===== config.mk =====
export PLATFORM = sky130hd
export DESIGN_NAME = led_serial_rx_axis
export DESIGN_NICKNAME = d
export VERILOG_FILES = /design/src/rtl/led_serial_pkg.sv /design/src/rtl/led_serial_rx_axis_sync.sv /design/src/rtl/led_serial_rx_axis.sv
export SDC_FILE = /design/constraint.sdc
export NUM_CORES = 1
export LEC_CHECK = 0
export ABC_CLOCK_PERIOD_IN_PS = 3000
export BUFFER_PORTS_ARGS = -buffer_cell sky130_fd_sc_hd__buf_2
export CORE_MARGIN = 3
export CORE_UTILIZATION = 40
export CTS_CLUSTER_SIZE = 24
export DETAILED_ROUTE_END_ITERATION = 8
export GPL_TIMING_DRIVEN = 0
export SYNTH_ARGS = -nofsm -noshare
export SYNTH_HDL_FRONTEND = slang
export SYNTH_SLANG_ARGS = --single-unit

===== constraint.sdc =====
create_clock -name i_clk -period 3 [get_ports i_clk]
set_input_delay 0.45 -clock i_clk [delete_from_list [all_inputs] [get_ports i_clk]]
set_output_delay 0.45 -clock i_clk [all_outputs]
set_load 0.01 [all_outputs]

===== src/rtl/led_serial_pkg.sv =====
// Shared types and frame constants for the LED serial receive path.
package led_serial_pkg;

  localparam int LED_WORD_BITS = 32;

  localparam logic [LED_WORD_BITS-1:0] LED_START_FRAME = 32'h0000_0000;
  localparam logic [LED_WORD_BITS-1:0] LED_END_FRAME   = 32'hFFFF_FFFF;
  localparam logic [2:0]               LED_FRAME_HDR   = 3'b111;

  typedef logic [LED_WORD_BITS-1:0] led_word_t;

  typedef enum logic {
    RX_IDLE,
    RX_SHIFT
  } rx_state_t;

  function automatic logic is_start_frame(input led_word_t word);
    return word == LED_START_FRAME;
  endfunction

endpackage


===== src/rtl/led_serial_rx_axis_sync.sv =====
// Lockstep synchronizer for the LED clock/data pair plus clock rising-edge detector.
module led_sync_edge #(
  parameter int SYNC_STAGES = 2
) (
  input  logic clk,
  input  logic reset,
  input  logic led_clk,
  input  logic led_data,
  output logic data_sync,
  output logic clk_rise
);

  logic [SYNC_STAGES-1:0] clk_sr;
  logic [SYNC_STAGES-1:0] data_sr;
  logic                   clk_prev;

  always_ff @(posedge clk) begin
    if (reset) begin
      clk_sr   <= '0;
      data_sr  <= '0;
      clk_prev <= 1'b0;
    end else begin
      clk_sr   <= {clk_sr[SYNC_STAGES-2:0], led_clk};
      data_sr  <= {data_sr[SYNC_STAGES-2:0], led_data};
      clk_prev <= clk_sr[SYNC_STAGES-1];
    end
  end

  // Data is taken from the same stage as the clock so both see identical delay.
  assign data_sync = data_sr[SYNC_STAGES-1];
  assign clk_rise  = clk_sr[SYNC_STAGES-1] & ~clk_prev;

endmodule


===== src/rtl/led_serial_rx_axis.sv =====
// LED serial (APA102-style) receiver: reassembles 32-bit MSB-first words onto AXI-Stream.
// Optional APA102 frame decode (start-frame drop, LED index on tuser): LED_RX_APA102_DECODE_EN.
module led_serial_rx_axis
  import led_serial_pkg::*;
#(
  parameter int SYNC_STAGES  = 2,
  parameter int IDLE_TIMEOUT = 1024,
  parameter int WORD_BITS    = 32
) (
  input  logic        i_clk,
  input  logic        i_reset,
  input  logic        i_led_clk,
  input  logic        i_led_data,
  output logic [31:0] m_axis_data,
  output logic        m_axis_tvalid,
  input  logic        m_axis_tready,
  output logic [7:0]  m_axis_tuser,
  output logic        o_overrun,
  output logic        o_sync_err
);

  localparam int CNT_W  = $clog2(WORD_BITS + 1);
  localparam int IDLE_W = $clog2(IDLE_TIMEOUT + 1);

  logic              data_sync;
  logic              clk_rise;
  rx_state_t         state;
  logic [CNT_W-1:0]  bit_cnt;
  logic [IDLE_W-1:0] idle_cnt;
  led_word_t         shift_reg_p0;
  logic              vld_p1;
  logic              emit;
  logic              pop;

  led_sync_edge #(
    .SYNC_STAGES(SYNC_STAGES)
  ) u_sync (
    .clk      (i_clk),
    .reset    (i_reset),
    .led_clk  (i_led_clk),
    .led_data (i_led_data),
    .data_sync(data_sync),
    .clk_rise (clk_rise)
  );

  // Stage p0: shift in bits, track word position and idle time.
  always_ff @(posedge i_clk) begin
    if (i_reset) begin
      state        <= RX_IDLE;
      bit_cnt      <= '0;
      idle_cnt     <= '0;
      shift_reg_p0 <= '0;
      vld_p1       <= 1'b0;
      o_sync_err   <= 1'b0;
    end else begin
      vld_p1 <= 1'b0;
      if (clk_rise) begin
        idle_cnt     <= '0;
        shift_reg_p0 <= {shift_reg_p0[LED_WORD_BITS-2:0], data_sync};
        case (state)
          RX_IDLE: begin
            bit_cnt <= CNT_W'(1);
            state   <= RX_SHIFT;
          end
          RX_SHIFT: begin
            if (bit_cnt == CNT_W'(WORD_BITS - 1)) begin
              bit_cnt <= '0;
              state   <= RX_IDLE;
              vld_p1  <= 1'b1;
            end else begin
              bit_cnt <= bit_cnt + CNT_W'(1);
            end
          end
          default: begin
            bit_cnt <= '0;
            state   <= RX_IDLE;
          end
        endcase
      end else if (idle_cnt != IDLE_W'(IDLE_TIMEOUT)) begin
        idle_cnt <= idle_cnt + IDLE_W'(1);
      end else if (state == RX_SHIFT) begin
        // Stalled mid-word: drop the partial word and resynchronise on the next edge.
        bit_cnt    <= '0;
        state      <= RX_IDLE;
        o_sync_err <= 1'b1;
      end
    end
  end

  assign pop = m_axis_tvalid & m_axis_tready;

`ifdef LED_RX_APA102_DECODE_EN
  logic [7:0] led_idx;

  assign emit = vld_p1 & ~is_start_frame(shift_reg_p0);

  // Stage p1: single-entry output register with frame-relative LED index.
  always_ff @(posedge i_clk) begin
    if (i_reset) begin
      m_axis_tvalid <= 1'b0;
      m_axis_data   <= '0;
      m_axis_tuser  <= '0;
      o_overrun     <= 1'b0;
      led_idx       <= '0;
    end else begin
      if (emit && (!m_axis_tvalid || m_axis_tready)) begin
        m_axis_data   <= shift_reg_p0;
        m_axis_tuser  <= led_idx;
        m_axis_tvalid <= 1'b1;
      end else begin
        if (pop) m_axis_tvalid <= 1'b0;
        if (emit) o_overrun <= 1'b1;
      end
      if (vld_p1) begin
        if (is_start_frame(shift_reg_p0)) begin
          led_idx <= '0;
        end else if (led_idx != 8'hFF) begin
          led_idx <= led_idx + 8'd1;
        end
      end
    end
  end
`else
  assign emit         = vld_p1;
  assign m_axis_tuser = '0;

  // Stage p1: single-entry output register.
  always_ff @(posedge i_clk) begin
    if (i_reset) begin
      m_axis_tvalid <= 1'b0;
      m_axis_data   <= '0;
      o_overrun     <= 1'b0;
    end else begin
      if (emit && (!m_axis_tvalid || m_axis_tready)) begin
        m_axis_data   <= shift_reg_p0;
        m_axis_tvalid <= 1'b1;
      end else begin
        if (pop) m_axis_tvalid <= 1'b0;
        if (emit) o_overrun <= 1'b1;
      end
    end
  end
`endif

endmodule


# Word level (Yosys, flattened, before mapping)
# Cells that the tools add are included.
[totals]
elab_cells = 46
reg_bits = 91
[op_classes]
mux = 12
add_sub_neg = 2
n_reduce_logical = 10
n_eq_ne = 3
bitwise_logic = 7
[ops]
columns = ["operator", "count"]
rows = [
  ["$mux W6", 4],
  ["$pmux W6 S2", 1],
  ["$add A11 B1 Y11 const B", 1],
  ["$ne A11 B11 Y1 const B", 1],
  ["$add A6 B1 Y6 const B", 1],
  ["$eq A6 B5 Y1 const B", 1],
  ["$mux W1", 6],
  ["$not A1 Y1", 5],
  ["$reduce_and A2 Y1", 2],
  ["$reduce_bool A2 Y1", 2],
  ["$reduce_and A3 Y1", 1],
  ["$reduce_or A3 Y1", 1],
  ["$and A1 B1 Y1", 2],
  ["$ne A2 B2 Y1 const B", 1],
  ["$pmux W1 S2", 1],
  ["$reduce_or A2 Y1", 1],
  ["$logic_and A1 B1 Y1", 1],
  ["$logic_not A1 Y1", 1],
  ["$logic_or A1 B1 Y1", 1],
]

# Logic depth before layout (Yosys ltp)
[logic_depth]
word_depth = 5
ltp_mapped = 6
mapped_depth_nobuf = 6

# Modules after synthesis
# A second synthesis with hierarchy kept.
[hier_totals]
hier_cells = 383
area_unflattened_um2 = 3469.6
[by_module_without_submodules]
columns = ["module", "instances", "area_per_inst_um2", "cells_per_inst", "seq_area_each_um2"]
rows = [
  ["led_serial_rx_axis", 1, 3331.9, 372, 1721.7],
  ["led_sync_edge", 1, 137.6, 11, 100.1],
]

# Worst setup path after synthesis
# Ideal clock, no wire load.
[synth_timing]
path_type = "reg-to-reg"
startpoint = "register bit_cnt[0]"
endpoint = "register bit_cnt[5]"
stages_incl_launch_ff = 6
setup_ns = 0.116
slack_ns = 1.726
synth_period_minus_slack_ns = 1.274
required_ns = 2.884
arrival_time_ns = 1.158
path_buffers = 0
path_cell_list = "dfxtp_1 -> ha_1 -> nand3_1 -> o2111ai_1 -> a21oi_1 -> a31o_2"
[synth_between]
elab_chain_cells = 4
elab_cells_between_ends = 5
cone_classes = "1 x add/sub; 1 x eq/ne; 3 x mux"
[synth_rtl]
columns = ["element", "line", "rtl"]
rows = [
  ["start: declaration", "led_serial_rx_axis.sv:28", "logic [CNT_W-1:0] bit_cnt;"],
  ["start signal: assignment", "led_serial_rx_axis.sv:71", "bit_cnt <= bit_cnt + CNT_W'(1);"],
  ["$add A6 B1 Y6 or $eq A6 B5 Y1 (tied branches)", "led_serial_rx_axis.sv:71, led_serial_rx_axis.sv:66", ""],
  ["$mux W6 *", "led_serial_rx_axis.sv:66", "if (bit_cnt == CNT_W'(WORD_BITS - 1)) begin"],
  ["$pmux W6 S2 *", "led_serial_rx_axis.sv:60", "case (state)"],
  ["$mux W6 *", "led_serial_rx_axis.sv:57", "if (clk_rise) begin"],
]
# Mark *: on every way between the ends. The rest lies on a longest branch, timed or not.
# A chain may end at the register's enable or synchronous reset.

# Worst setup path after layout
[layout_timing]
startpoint = "register idle_cnt[0]"
endpoint = "register bit_cnt[2]"
[layout_between]
elab_chain_cells = 3
[layout_rtl]
columns = ["element", "line", "rtl"]
rows = [
  ["start: declaration", "led_serial_rx_axis.sv:29", "logic [IDLE_W-1:0] idle_cnt;"],
  ["start signal: assignment", "led_serial_rx_axis.sv:80", "idle_cnt <= idle_cnt + IDLE_W'(1);"],
  ["$ne A11 B11 Y1", "led_serial_rx_axis.sv:79", "end else if (idle_cnt != IDLE_W'(IDLE_TIMEOUT)) begin"],
  ["$ne A2 B2 Y1 (no source line)", "--", ""],
  ["$reduce_and A2 Y1 (no source line)", "--", ""],
]
# Every way passes these cells.

==> impl_metrics.json <==
{
  "tritoncts": "done",
  "ys_seq_area_share_pct": 53.10,
  "grt_max_degree": 16,
  "vias_per_cell": 4.783,
  "num_rows": 33,
  "status": "complete, no violations",
  "seq_area_um2": 1822,
  "ys_ff_latch": 91,
  "r2r_slack_ps": 1540,
  "boundaryPins": 48,
  "ir_worst_vdd_mv": 0.1874,
  "setup_viol": 0,
  "cap_violations": 0,
  "syn2layout_area_growth_pct": 15.35,
  "clock_sinks": 91,
  "first_pass_iters": 4,
  "tns_ps": 0,
  "yosysWarnings": 0,
  "skew_ps": 10.16,
  "cts_buffers": 9,
  "synth_edf_count": 0,
  "r2r_cells": 6,
  "wire_per_inst_um": 11.92,
  "multi_input_area_um2": 1446,
  "fin_crit_sh_pct": 48.67,
  "drc": 0,
  "cp-end-kind": "flip-flop",
  "min_from": "i_led_data",
  "syn_avg_cell_area_um2": 8.287,
  "vias": 2774,
  "syn_area_um2": 3431,
  "hold_path_depth": 2,
  "async_reset_ff_share_pct": 0,
  "hold_buffers": 0,
  "die_w_um": 98.61,
  "worstReg2RegEnd": "bit_cnt[2]",
  "pre_cts_ws_ps": 1339,
  "whs_endpoint": "u_sync.data_sr[0]",
  "critPathMaxFanout": 6,
  "port_buffers": 38,
  "synth_top_area_cell": "dfxtp_1",
  "clk_pin_slew_ps": 90,
  "slew_violations": 0,
  "antenna_found_initial": 0,
  "worst_slack_ps": 1540,
  "cts_buffer_depth": 2,
  "grt_usage_pct": 14.84,
  "gp_congestion": 0.8378,
  "worstPathRequired_ps": 3230,
  "wl_mm": 6.913,
  "ant_nets": 0,
  "min_path_type": "in2reg",
  "grt_remaining_overflow": 0,
  "power_density_nw_per_um2": 519.9,
  "cts-resized-gates": 0,
  "synth.distinct_cells": 39,
  "grt_pass1_wl_mm": 11.71,
  "syn_inst": 414,
  "clk_latency_ps": 350,
  "synthTopCellsByArea": "dfxtp_1, nand2_1, a21oi_1",
  "power.total_w": 0.002057,
  "ctsHtreeMaxLevel": 3,
  "grt_pass1_vias": 2571,
  "synth_flop_cell": "dfxtp_1",
  "crit_type": "reg2reg",
  "final_cells": 580,
  "p_leak_nw": 1.497,
  "period_minus_slack_ps": 1460,
  "reg2reg_from": "idle_cnt[0]",
  "crit_path_start_kind": "flip-flop",
  "n_antenna_cell": 0,
  "rsz0062_at_grt": "no",
  "fillerInstances": 828,
  "hold_violations": 0,
  "core_um2": 8258,
  "die_h_um": 98.61,
  "cp.arrival_ps": 1690,
  "drtIter0Drc": 107,
  "final_nets": 478,
  "drive_above_1_share_pct": 17.05,
  "dieArea_um2": 9724,
  "synth_top_cell_area_share_pct": 53.10,
  "cts-root-buf": "clkbuf_8",
  "floorplan.initialDensity_pct": 41.55,
  "dp_hpwl_mm": 4.886,
  "placed_cells": 564,
  "cts_setup_buffers": 0,
  "fmax_ghz": 0.6848
}
layout make-up:
cell class                      count  area share (%)
Inverter                            3          0.2845
Timing Repair Buffer               38           4.806
Clock inverter                      5          0.9485
Tap cell                          105           3.320
Multi-Input combinational cell    294           36.55
Buffer                             33           4.489
Clock buffer                       11           3.573
Sequential cell                    91           46.03
cells by family (layout without fill, tap and decap cells):
group / after synthesis / in the layout / share of synthesized area, %
muxes: 1 / 1 / 0.2918
and+or+nand+nor: 190 / 190 / 24.43
AOI/OAI and AO/OA: 82 / 82 / 12.91
xor gates and xnor gates: 10 / 10 / 2.553
other: 1 / 8 / 0.1093
DFF: 91 / 91 / 53.10
adders and majority gates: 3 / 3 / 1.094
buffers and inverters: 36 / 90 / 5.507
worst max-delay path: stages (launching register included):
cell and delay (ps):
dfxtp_1 360, inv_1 70, ha_1 120, nor2b_1 220, nand4_2 240, a32oi_1 270, nor2_1 60
per-layer routing:
layer / up-vias / share of wire [%] / GRT usage (%)
met5: - / 0 / 0
met4: 0 / 0.54 / 5.567
met3: 2 / 3.6 / 4.105
met2: 44 / 48 / 24.02
met1: 1272 / 47 / 18.92
li1: 1456 / - / -
cells in the final DEF (no fill, tap or decap), drive strengths merged, types with 2 or more instances in the layout:
cell and count:
clkinv 2, a31o 2, or3 3, clkinvlp 2
ha 3, nor2b 9, a32oi 3, buf 60
xnor2 4, and3 2, nand2 135, clkbuf 22
nand3 7, inv 4, a21oi 70, xor2 6
conb 8, nor2 17, nor3 2, nor4b 2
nand4 4, o21ai 2, nand2b 4, dfxtp 91
stage by stage:
stage	util [%]	hold slack, ps	instance area (um^2)
global placement	45.76	430.7	3779
finish	47.92	307.8	3958
CTS	47.92	288.3	3958
detailed placement	45.76	443.0	3779
floorplan	-	413.8	3457
global route	47.92	286.5	3958
worst max path at each step:
stage,start,endpoint,depth (start not counted)
floorplan,bit_cnt[0],bit_cnt[5],5
global placement,m_axis_tready,m_axis_data[10],6
detailed placement,m_axis_tready,m_axis_data[9],6
CTS,m_axis_tvalid,m_axis_data[9],5
global route,m_axis_tvalid,m_axis_data[9],5
finish,idle_cnt[0],bit_cnt[2],6
synthesized netlist by cell type, types with 2 or more instances:
library cell / n
or3_1: 3
ha_1: 3
buf_2: 13
a32oi_1: 3
o21ai_0: 2
and3_1: 2
nand3_1: 6
nor2b_1: 9
nor2_1: 17
a21oi_1: 70
dfxtp_1: 91
inv_1: 3
xor2_1: 6
nand2_1: 135
nor3_1: 2
buf_4: 8
clkbuf_1: 11
nand4_1: 3
nand2b_1: 4
xnor2_1: 4
report_power, final:
| group | internal [W] | switching [W] | total (W) |
|---|---|---|---|
| sequential | 0.00122 | 0.00000894 | 0.00122 |
| clock | 0.000327 | 0.000430 | 0.000757 |
| combinational | 0.0000258 | 0.0000501 | 0.0000759 |
sequential cells by signal, indices dropped and copies added, names as in the netlist:
signal           count
idle_cnt            11
u_sync.clk_prev      1
u_sync.clk_sr        2
u_sync.data_sr       2
shift_reg_p0        32
state                1
emit                 1
m_axis_data         32
m_axis_tvalid        1
o_sync_err           1
bit_cnt              6
o_overrun            1
(Power assumes the default switching activity.)
